### config.mk
export PLATFORM = sky130hd
export DESIGN_NAME = sb_tx_serializer
export DESIGN_NICKNAME = d
export VERILOG_FILES = /design/src/rtl/sb_tx_serializer.sv
export SDC_FILE = /design/constraint.sdc
export NUM_CORES = 1
export LEC_CHECK = 0
export ABC_AREA = 1
export CAP_MARGIN = 25
export CORE_MARGIN = 3
export CORE_UTILIZATION = 47
export CTS_BUF_LIST = sky130_fd_sc_hd__clkbuf_16
export DETAILED_ROUTE_END_ITERATION = 10
export HOLD_SLACK_MARGIN = 0.02
export MAX_ROUTING_LAYER = met4
export PLACE_DENSITY = 0.66
export SETUP_SLACK_MARGIN = 0.3
export SLEW_MARGIN = 20
export SYNTH_ARGS = -nofsm -noshare
export SYNTH_HDL_FRONTEND = slang
export SYNTH_SLANG_ARGS = --single-unit
### constraint.sdc
create_clock -name clk_800MHz -period 4.44 [get_ports clk_800MHz]
set_input_delay 1.332 -clock clk_800MHz [delete_from_list [all_inputs] [get_ports clk_800MHz]]
set_output_delay 1.332 -clock clk_800MHz [all_outputs]
set_load 0.05 [all_outputs]
### src/rtl/sb_tx_serializer.sv
// rtl/sb_tx_serializer.sv - sideband transmit serializer: message FIFO, MSB-first shifter, forwarded clock
module sb_tx_serializer #(
    parameter int FIFO_DEPTH = 4,
    parameter int GAP_UI     = 32
) (
    input  logic                          clk_800MHz,
    input  logic                          reset,
    input  logic                          enable_i,
    input  logic [63:0]                   data_i,
    input  logic                          valid_i,
    output logic                          ready_o,
    output logic                          dataPin_o,
    output logic                          clkPin_o,
    output logic                          busy_o,
    output logic [$clog2(FIFO_DEPTH):0]   fifo_count_o
);

    localparam int AW = $clog2(FIFO_DEPTH);
    localparam int CW = $clog2((GAP_UI > 64) ? GAP_UI : 64);
    localparam logic [CW-1:0] SEND_LAST = CW'(63);
    localparam logic [CW-1:0] GAP_LAST  = CW'(GAP_UI - 1);

    typedef enum logic [1:0] {
        IDLE = 2'd0,
        SEND = 2'd1,
        GAP  = 2'd2
    } state_t;

    logic [63:0]   mem [FIFO_DEPTH];
    logic [AW-1:0] wr_ptr;
    logic [AW-1:0] rd_ptr;
    logic [AW:0]   count;
    logic          push;
    logic          pop;
    logic [63:0]   head;

    state_t        state, state_nxt;
    logic          phase, phase_nxt;
    logic [CW-1:0] cnt, cnt_nxt;
    logic [63:0]   shift_reg, shift_nxt;
    logic          clk_nxt;
    logic          data_nxt;
    logic          start;

    assign ready_o      = (count != (AW+1)'(FIFO_DEPTH));
    assign push         = valid_i && ready_o;
    assign head         = mem[rd_ptr];
    assign fifo_count_o = count;
    assign busy_o       = (state != IDLE);
    assign start        = enable_i && (count != '0);

    // Storage has no reset so it can map onto a plain register file.
    always_ff @(posedge clk_800MHz) begin
        if (push) begin
            mem[wr_ptr] <= data_i;
        end
    end

    always_ff @(posedge clk_800MHz or posedge reset) begin
        if (reset) begin
            wr_ptr <= '0;
            rd_ptr <= '0;
            count  <= '0;
        end else begin
            if (push) begin
                wr_ptr <= wr_ptr + AW'(1);
            end
            if (pop) begin
                rd_ptr <= rd_ptr + AW'(1);
            end
            case ({push, pop})
                2'b10:   count <= count + (AW+1)'(1);
                2'b01:   count <= count - (AW+1)'(1);
                default: count <= count;
            endcase
        end
    end

    // Pin values are computed one cycle ahead so clkPin_o/dataPin_o come straight from flops.
    always_comb begin
        state_nxt = state;
        phase_nxt = phase;
        cnt_nxt   = cnt;
        shift_nxt = shift_reg;
        clk_nxt   = clkPin_o;
        data_nxt  = dataPin_o;
        pop       = 1'b0;
        case (state)
            IDLE: begin
                clk_nxt  = 1'b0;
                data_nxt = 1'b0;
                if (start) begin
                    pop       = 1'b1;
                    shift_nxt = head;
                    cnt_nxt   = '0;
                    phase_nxt = 1'b0;
                    state_nxt = SEND;
                    clk_nxt   = 1'b1;
                    data_nxt  = head[63];
                end
            end
            SEND: begin
                if (!phase) begin
                    phase_nxt = 1'b1;
                    clk_nxt   = 1'b0;
                end else begin
                    phase_nxt = 1'b0;
                    clk_nxt   = 1'b1;
                    if (cnt == SEND_LAST) begin
                        state_nxt = GAP;
                        cnt_nxt   = '0;
                        data_nxt  = 1'b0;
                    end else begin
                        cnt_nxt   = cnt + CW'(1);
                        shift_nxt = {shift_reg[62:0], 1'b0};
                        data_nxt  = shift_reg[62];
                    end
                end
            end
            GAP: begin
                data_nxt = 1'b0;
                if (!phase) begin
                    phase_nxt = 1'b1;
                    clk_nxt   = 1'b0;
                end else if (cnt != GAP_LAST) begin
                    phase_nxt = 1'b0;
                    clk_nxt   = 1'b1;
                    cnt_nxt   = cnt + CW'(1);
                end else if (start) begin
                    pop       = 1'b1;
                    shift_nxt = head;
                    cnt_nxt   = '0;
                    phase_nxt = 1'b0;
                    state_nxt = SEND;
                    clk_nxt   = 1'b1;
                    data_nxt  = head[63];
                end else begin
                    phase_nxt = 1'b0;
                    cnt_nxt   = '0;
                    state_nxt = IDLE;
                    clk_nxt   = 1'b0;
                end
            end
            default: begin
                state_nxt = IDLE;
                clk_nxt   = 1'b0;
                data_nxt  = 1'b0;
            end
        endcase
    end

    always_ff @(posedge clk_800MHz or posedge reset) begin
        if (reset) begin
            state     <= IDLE;
            phase     <= 1'b0;
            cnt       <= '0;
            shift_reg <= '0;
            clkPin_o  <= 1'b0;
            dataPin_o <= 1'b0;
        end else begin
            state     <= state_nxt;
            phase     <= phase_nxt;
            cnt       <= cnt_nxt;
            shift_reg <= shift_nxt;
            clkPin_o  <= clk_nxt;
            dataPin_o <= data_nxt;
        end
    end

endmodule

==> results.yml, run 1 <==
power_and_ir_drop:
  ir_drop_mv: 0.492
  switching_share: 0.388
  pwr-share-comb: 0.372
  netSwitchingPower_uw: 4440
  seqPwrFrac: 0.401
  total_power_uw: 11500
  p_leak_uw: 0.00666
  power.density_nw_per_um2: 704
  clock_power_share: 0.226
  p_int_uw: 7010
worst_setup_path:
  crit_type: "reg2out"
  worstSetupEndpointType: "output port"
  ff2ff_path_depth: 9
  startpoint_type: "flop"
  reg2reg_slack_ps: 1710
  required_ps: 3110
  crit_fanout: 4
  cp_data_arrival_time_ps: 2110
  reg2reg_from: "state[1]"
  r2r-end: "shift_reg[38]"
synth:
  syn_nets: 1390
  synth_area_per_cell_um2: 10.8
  synth.top_cells.by_count: "nand2_1 (548), edfxtp_1 (256), nand3_1 (196), dfrtp_1 (81), nand2_2 (60)"
  synth_edf_count: 256
  ys_seq_elements: 337
  synthArstFlopShare: 0.240
  synthCells: 1311
  yosysMostFrequentCell: "nand2_1"
  synth_area_leaders: "edfxtp_1 (54%), nand2_1 (15%), dfrtp_1 (14%)"
  synth_warnings: 0
  yosysSeqAreaShare: 0.687
  synth.cell_area_um2: 14100
  synth_top_flop_cell: "edfxtp_1"
  synth_top_area_frac: 0.543
  ys_types: 28
  yosys.area.top_type: "edfxtp_1"
clock_network:
  clkLatencyLatePin_ps: 510
  clkTransAtPathRegs_ps: 60
  cts-resized-gates: 0
  numCtsBuffers: 35
  clockBufferDepth: 3
  cts_hold_buf: 0
  cts_tree: "built"
  cts_setup_buffers: 0
  cts_max_level: 2
  cts_sinks: 337
  clockRootBuffer: "clkbuf_16"
floorplan:
  coreArea_um2: 29200
  start_util: 0.485
  io-pin-count: 75
  rows: 62
  die_w_um: 179
  die_area_um2: 32200
  die_h_um: 179
detailed_routing:
  antenna_left: 0
  drt-total-wl_um: 29200
  drt_iter0_markers: 670
  drc_errors: 0
  dr.pass1.iters: 6
  vias: 9172
  vias_per_cell: 5.14
  wire_per_inst_um: 16.4
grt:
  grt_pass1_wl_um: 47200
  antenna_found_initial: 1
  grtUsageTotal: 0.185
  grt_start_max_net_pins: 67
  grt.overflow.total: 0
  grt_pass1_vias: 8846
finish:
  largest_reg_flops: 256
  final_net_count: 1453
  design_area_um2: 16300
  fillCellCount: 2492
  flow.area_growth_from_synthesis_pct: 15.0
  drive_gt1_frac: 0.103
timing:
  setup_slack_ps: 993
  post-route-min-period_ps: 3450
  final.setup.tns_ps: 0
  maxSlewViolCount: 0
  fmax_mhz: 290
  final_hold_viol_count: 0
  clock-skew-final_ps: 16.5
  max_slew.worst_pin.slew_ps: 942
  relSlewSlack: 0.372
  setup_viol: 0
  holdWs_ps: 478
  rsz0062_at_grt: "no"
  min_period_over_period: 0.776
min_path:
  hold_path_end: "shift_reg[51]"
  worst_hold_path_type: "reg2reg"
  hold-path-cell-count: 2
  hp-start: "shift_reg[51]"
job:
  drv_cap: 0
placement:
  portBuffers: 74
  place_ws_ps: 1040
  dp_hpwl_um: 15800
  gp_congestion: 0.825
  post_dp_cell_area_um2: 15200
outcome:
  status: "finished clean"
-- worst max-delay path: stages (launching register included) --
cell	delay, ps
dfrtp_1	390
inv_1	80
ha_1	210
inv_1	110
clkdlybuf4s50_1	830
-- power by group through the flow --
| stage | combinational [uW] | clock [uW] | sequential (uW) |
|---|---|---|---|
| 6_report | 4260 | 2590 | 4600 |
| 5_1_grt | 4840 | 2800 | 4670 |
| 4_1_cts | 4330 | 2650 | 4600 |
| 3_5_place_dp | 4310 | 0 | 4650 |
| 3_3_place_gp | 4230 | 0 | 4640 |
| 2_1_floorplan | 3270 | 0 | 4650 |
-- cell usage in the layout, fill, tap and decap left out, drive strengths merged, types with 13 or more instances in the layout --
master         count
buf               19
clkbuf            36
clkdlybuf4s50     74
clkinv            13
dfrtp             81
edfxtp           256
inv               45
nand2            609
nand3            198
nor2              27
-- how the worst max path moves through the flow --
stage / depth (start not counted) / slack (ps) / from / to
after detailed placement: 8 / 1040 / valid_i / fifo_count_o[2]
after floorplan: 4 / -280 / fifo_count_o[1] / mem[0][0]
after CTS: 4 / 950 / state[0] / busy_o
after global routing: 4 / 870 / state[0] / busy_o
after global placement: 8 / 1080 / valid_i / fifo_count_o[2]
final: 4 / 990 / state[0] / busy_o
-- metrics by stage --
stage	util	cells
6_report	0.558	1785
3_5_place_dp	0.522	1721
4_1_cts	0.558	1784
5_1_grt	0.558	1785
2_1_floorplan	-	1311
3_3_place_gp	0.522	1720
-- per-layer routing --
layer	up-vias	GRT usage	routed length, um
met5	-	-	0
met1	4422	0.250	13300
li1	4509	-	-
met2	194	0.294	14000
met4	0	0.0483	567
met3	47	0.0333	1400
-- cell type report --
type | count | area (um2) | share of cell area
inverter | 31 | 121 | 0.00746
multi-input combinational | 876 | 3970 | 0.244
sequential | 337 | 9720 | 0.598
antenna | 1 | 2.50 | 0.000154
clock inverter | 27 | 123 | 0.00754
timing repair buffer | 93 | 946 | 0.0582
tap | 384 | 480 | 0.0295
clock buffer | 36 | 901 | 0.0554
-- cells by family (layout without fill, tap and decap cells) --
logic type,count (synthesis),in the layout,synth area share
adders and majority gates,11,11,0.0103
buffers and inverters,98,187,0.0348
other,0,1,0
AOI/OAI and AO/OA,19,19,0.00849
and+or+nand+nor,840,840,0.256
xor gates and xnor gates,6,6,0.00372
DFF,337,337,0.687
Note: power is estimated with default switching activity, not from simulation.
==> run 2: changes to the inputs <==
--- a/config.mk
+++ b/config.mk
@@ -13,7 +13,7 @@
 export DETAILED_ROUTE_END_ITERATION = 10
 export HOLD_SLACK_MARGIN = 0.02
 export MAX_ROUTING_LAYER = met4
-export PLACE_DENSITY = 0.66
+export PLACE_DENSITY = 0.68
 export SETUP_SLACK_MARGIN = 0.3
 export SLEW_MARGIN = 20
 export SYNTH_ARGS = -nofsm -noshare
==> constraint.sdc (replaced) <==
create_clock -name clk_800MHz -period 3.1 [get_ports clk_800MHz]
set_input_delay 0.93 -clock clk_800MHz [delete_from_list [all_inputs] [get_ports clk_800MHz]]
set_output_delay 0.93 -clock clk_800MHz [all_outputs]
set_load 0.05 [all_outputs]
==> results.yml, run 2 (same netlist as run 1, synthesis figures left out) <==
outcome:
  status: "finished clean"
clock_network:
  clockRootBuffer: "clkbuf_16"
  cts_max_level: 2
  clkLatencyLatePin_ps: 520
  clkTransAtPathRegs_ps: 60
  cts_tree: "built"
  clockBufferDepth: 3
  cts_sinks: 337
  numCtsBuffers: 34
  cts_setup_buffers: 0
power_and_ir_drop:
  total_power_uw: 16700
  p_leak_uw: 0.00670
  power.density_nw_per_um2: 1010
  ir_drop_mv: 0.700
finish:
  finalCoreUtilization: 0.564
  final_net_count: 1460
  largest_reg_flops: 256
  final_cell_mix: "nand2_1 (548), edfxtp_1 (256), nand3_1 (195)"
  flow.area_growth_from_synthesis_pct: 16.2
  drive_gt1_frac: 0.116
  final_cells: 1791
  design_area_um2: 16400
  layout_commonest_cell: "nand2_1"
  fillCellCount: 2453
detailed_routing:
  dr.pass1.iters: 6
  antenna_left: 0
  drt_iter0_markers: 831
  drt-total-wl_um: 29500
  wire_per_inst_um: 16.5
  vias: 9212
  vias_per_cell: 5.14
  drc_errors: 0
job:
  drv_cap: 0
grt:
  grt.overflow.total: 0
  grt_start_max_net_pins: 87
  grt_pass1_vias: 9041
  antenna_found_initial: 1
  grtUsageTotal: 0.187
  grt_pass1_wl_um: 48000
worst_setup_path:
  crit_fanout: 3
  reg2reg_from: "state[0]"
  ff2ff_path_depth: 14
  required_ps: 2170
  r2r-end: "fifo_count_o[2]"
  reg2reg_slack_ps: 740
  worst_setup_path_startpoint: "fifo_count_o[2]"
  startpoint_type: "flop"
  worst-path-buf-inv: 1
  worstSetupEndpointType: "output port"
  critPathMaxStageDelay_ps: 820
  path_cells: "clkdlybuf4s50_1"
  crit_type: "reg2out"
  cp_num_cells: 1
  slowest_stage: "clkdlybuf4s50_1"
  critical-path-top-delay-family: "buffers and inverters"
  crit_path_end: "fifo_count_o[2]"
  cp_data_arrival_time_ps: 1710
timing:
  min_period_over_period: 0.851
  max_slew.worst_pin.slew_ps: 969
  setup_viol: 0
  relSlewSlack: 0.354
  final.setup.tns_ps: 0
  final_hold_viol_count: 0
  rsz0062_at_grt: "no"
  clock-skew-final_ps: 20.6
  maxSlewViolCount: 0
  fmax_mhz: 379
  post-route-min-period_ps: 2640
floorplan:
  rows: 62
  coreArea_um2: 29200
  die_area_um2: 32200
  die_w_um: 179
  io-pin-count: 75
  die_h_um: 179
  start_util: 0.485
placement:
  dp.cells: 1729
  post_dp_cell_area_um2: 15400
  gp_congestion: 0.818
  portBuffers: 74
  dp_hpwl_um: 15400
min_path:
  worst_hold_path_type: "reg2reg"
  hold-path-cell-count: 2
run 2: changes by cell type in the layout (fill, tap and decap cells not counted), sizes merged:
| cell | previous run | this run |
|---|---|---|
| clkinvlp | 0 | 3 |
| clkdlybuf4s50 | 74 | 72 |
| dlymetal6s2s | 0 | 1 |
| buf | 19 | 27 |
| clkinv | 13 | 18 |
| bufinv | 0 | 2 |
| inv | 45 | 34 |
run 2: how the worst min path moves through the flow:
stage	from	endpoint	slack [ps]
2_1_floorplan	shift_reg[1]	shift_reg[1]	450
3_3_place_gp	shift_reg[53]	shift_reg[53]	460
3_5_place_dp	shift_reg[57]	shift_reg[57]	460
4_1_cts	shift_reg[3]	shift_reg[3]	480
5_1_grt	shift_reg[60]	shift_reg[60]	500
6_report	shift_reg[3]	shift_reg[3]	480
run 2: repair_timing:
| action | 4_1_cts | 5_1_grt |
|---|---|---|
| resized for setup | 2 | 2 |
| setup endpoints to repair | 1 | 2 |
| hold buffers | 0 | 0 |
run 2: per-layer routing:
metal / routed length [um] / GRT usage / up-vias
li1: - / - / 4513
met1: 13400 / 0.253 / 4446
met2: 14200 / 0.301 / 215
met5: 0 / - / -
met3: 1470 / 0.0273 / 38
met4: 465 / 0.0480 / 0
run 2: metrics by stage:
| step | hold WS [ps] | setup slack (ps) |
|---|---|---|
| after floorplan | 449 | 383 |
| after global placement | 462 | 189 |
| after detailed placement | 465 | 157 |
| after CTS | 481 | 307 |
| after global routing | 498 | 426 |
| final | 478 | 461 |
run 2: area by class of cell:
type | count | area (um2) | share of cell area
Clock inverter | 26 | 191 | 0.0116
Sequential cell | 337 | 9720 | 0.591
Tap cell | 384 | 480 | 0.0292
Multi-Input combinational cell | 876 | 3980 | 0.242
Timing Repair Buffer | 101 | 1070 | 0.0649
Inverter | 31 | 123 | 0.00746
Antenna cell | 1 | 2.50 | 0.000152
Clock buffer | 35 | 876 | 0.0533
run 2: report_power, final:
group | switching, uW | total (uW) | internal (uW)
combinational | 4370 | 6300 | 1930
clock | 1650 | 3880 | 2230
sequential | 402 | 6510 | 6110
total | 6420 | 16700 | 10300
==> run 3: changes to the inputs <==
==> constraint.sdc (replaced) <==
create_clock -name clk_800MHz -period 3.1 [get_ports clk_800MHz]
set_input_delay 0.93 -clock clk_800MHz [delete_from_list [all_inputs] [get_ports clk_800MHz]]
set_output_delay 0.93 -clock clk_800MHz [all_outputs]
set_load 0.01 [all_outputs]
==> results.yml, run 3 (same netlist as run 1, synthesis figures left out) <==
clock_network:
  cts_tree: "built"
  clockRootBuffer: "clkbuf_16"
  cts_sinks: 337
  numCtsBuffers: 36
  clockBufferDepth: 3
  clkTransAtPathRegs_ps: 60
  clkLatencyLatePin_ps: 510
  cts_max_level: 2
  cts_hold_buf: 0
finish:
  largest_reg_flops: 256
  multiInputGateArea_um2: 3970
  seq_area_um2: 9720
  design_area_um2: 16400
  fillCellCount: 2470
  final_cell_mix: "nand2_1 (548), edfxtp_1 (256), nand3_1 (196)"
  drive_gt1_frac: 0.109
  final_net_count: 1460
  flow.area_growth_from_synthesis_pct: 16.2
  diodes: 0
  layout_commonest_cell: "nand2_1"
detailed_routing:
  antenna_left: 0
  wire_per_inst_um: 16.6
  drt-total-wl_um: 29800
  dr.pass1.iters: 5
  vias_per_cell: 5.21
  vias: 9327
  drt_iter0_markers: 737
  drc_errors: 0
outcome:
  status: "finished clean"
worst_setup_path:
  path_cells: "inv_2, nand3_1, clkdlybuf4s50_1"
  worstSetupEndpointType: "output port"
  required_ps: 2170
  worst-path-buf-inv: 2
  cp_data_arrival_time_ps: 1590
  critPathMaxStageDelay_ps: 540
  startpoint_type: "flop"
  slowest_stage: "clkdlybuf4s50_1"
  critical-path-top-delay-family: "buffers and inverters"
  reg2reg_slack_ps: 760
  crit_fanout: 3
  crit_type: "reg2out"
power_and_ir_drop:
  ir_drop_mv: 0.518
  total_power_uw: 16500
  p_leak_uw: 0.00673
  power.density_nw_per_um2: 1010
floorplan:
  die_w_um: 179
  start_util: 0.485
  rows: 62
  coreArea_um2: 29200
  die_h_um: 179
  io-pin-count: 75
  die_area_um2: 32200
timing:
  relSlewSlack: 0.370
  post-route-min-period_ps: 2520
  rsz0062_at_grt: "no"
  fmax_mhz: 397
  clock-skew-final_ps: 11.2
  max_slew.worst_pin.slew_ps: 946
  setup_viol: 0
  holdWs_ps: 476
  maxSlewViolCount: 0
  final.setup.tns_ps: 0
  setup_slack_ps: 579
  min_period_over_period: 0.813
  final_hold_viol_count: 0
grt:
  grt_pass1_wl_um: 48300
  grt.overflow.total: 0
  grt_start_max_net_pins: 130
  antenna_found_initial: 0
  grt_pass1_vias: 9192
  grtUsageTotal: 0.189
placement:
  place_ws_ps: 204
  gp_congestion: 0.853
  portBuffers: 74
  post_dp_cell_area_um2: 15400
  dp_hpwl_um: 15600
min_path:
  worst_hold_path_type: "reg2reg"
job:
  drv_cap: 0
run 3: per-stage QoR:
step,std cells,util
6_report,1791,0.563
5_1_grt,1791,0.563
4_1_cts,1788,0.563
3_5_place_dp,1723,0.526
3_3_place_gp,1723,0.526
2_1_floorplan,1311,-
run 3: per-layer routing:
layer	part of all wire	wire length, um	GRT usage	vias up
met4	0.019	557	0.0545	0
met3	0.047	1400	0.0283	42
met2	0.49	14700	0.308	230
met1	0.44	13100	0.249	4543
met5	0	0	-	-
li1	-	-	-	4512
run 3: final cells by class:
class / instances / share of cell area
Timing Repair Buffer: 99 / 0.0666
Clock inverter: 27 / 0.00723
Clock buffer: 37 / 0.0563
Sequential cell: 337 / 0.591
Multi-Input combinational cell: 876 / 0.242
Tap cell: 384 / 0.0292
Inverter: 31 / 0.00746
run 3: path summary, 6_finish.rpt:
| check | startpoint | to | cells after the start |
|---|---|---|---|
| setup / recovery | fifo_count_o[1] | ready_o | 3 |
| min in group asynchronous | reset | state[0] | 3 |
| setup reg to reg | cnt[0] | fifo_count_o[2] | 13 |
| hold / removal | shift_reg[26] | shift_reg[26] | 2 |
| max in group asynchronous | reset | rd_ptr[1] | 3 |
| hold reg to reg | shift_reg[26] | shift_reg[26] | 2 |
run 3: repair_timing:
action	4_1_cts	5_1_grt
resized for setup	0	1
buffers inserted	1	3
setup endpoints to repair	1	1
endpoints found under the hold margin	0	0
run 3: power breakdown:
| group | internal, uW | switching (uW) | leakage, uW |
|---|---|---|---|
| combinational | 2000 | 4250 | 0.00281 |
| sequential | 6110 | 393 | 0.00336 |
| clock | 2150 | 1640 | 0.000555 |
run 3: worst register-to-register path: stages (launching register included):
cell and delay [ps]:
dfrtp_1 390, ha_1 250, nand3_4 130, nor2_1 150, nand2_1 80, nand2_1 80, nand2_1 100, inv_1 80
ha_1 130, inv_1 60, fa_1 370, a21oi_1 140, o21ai_0 110, xor2_1 150
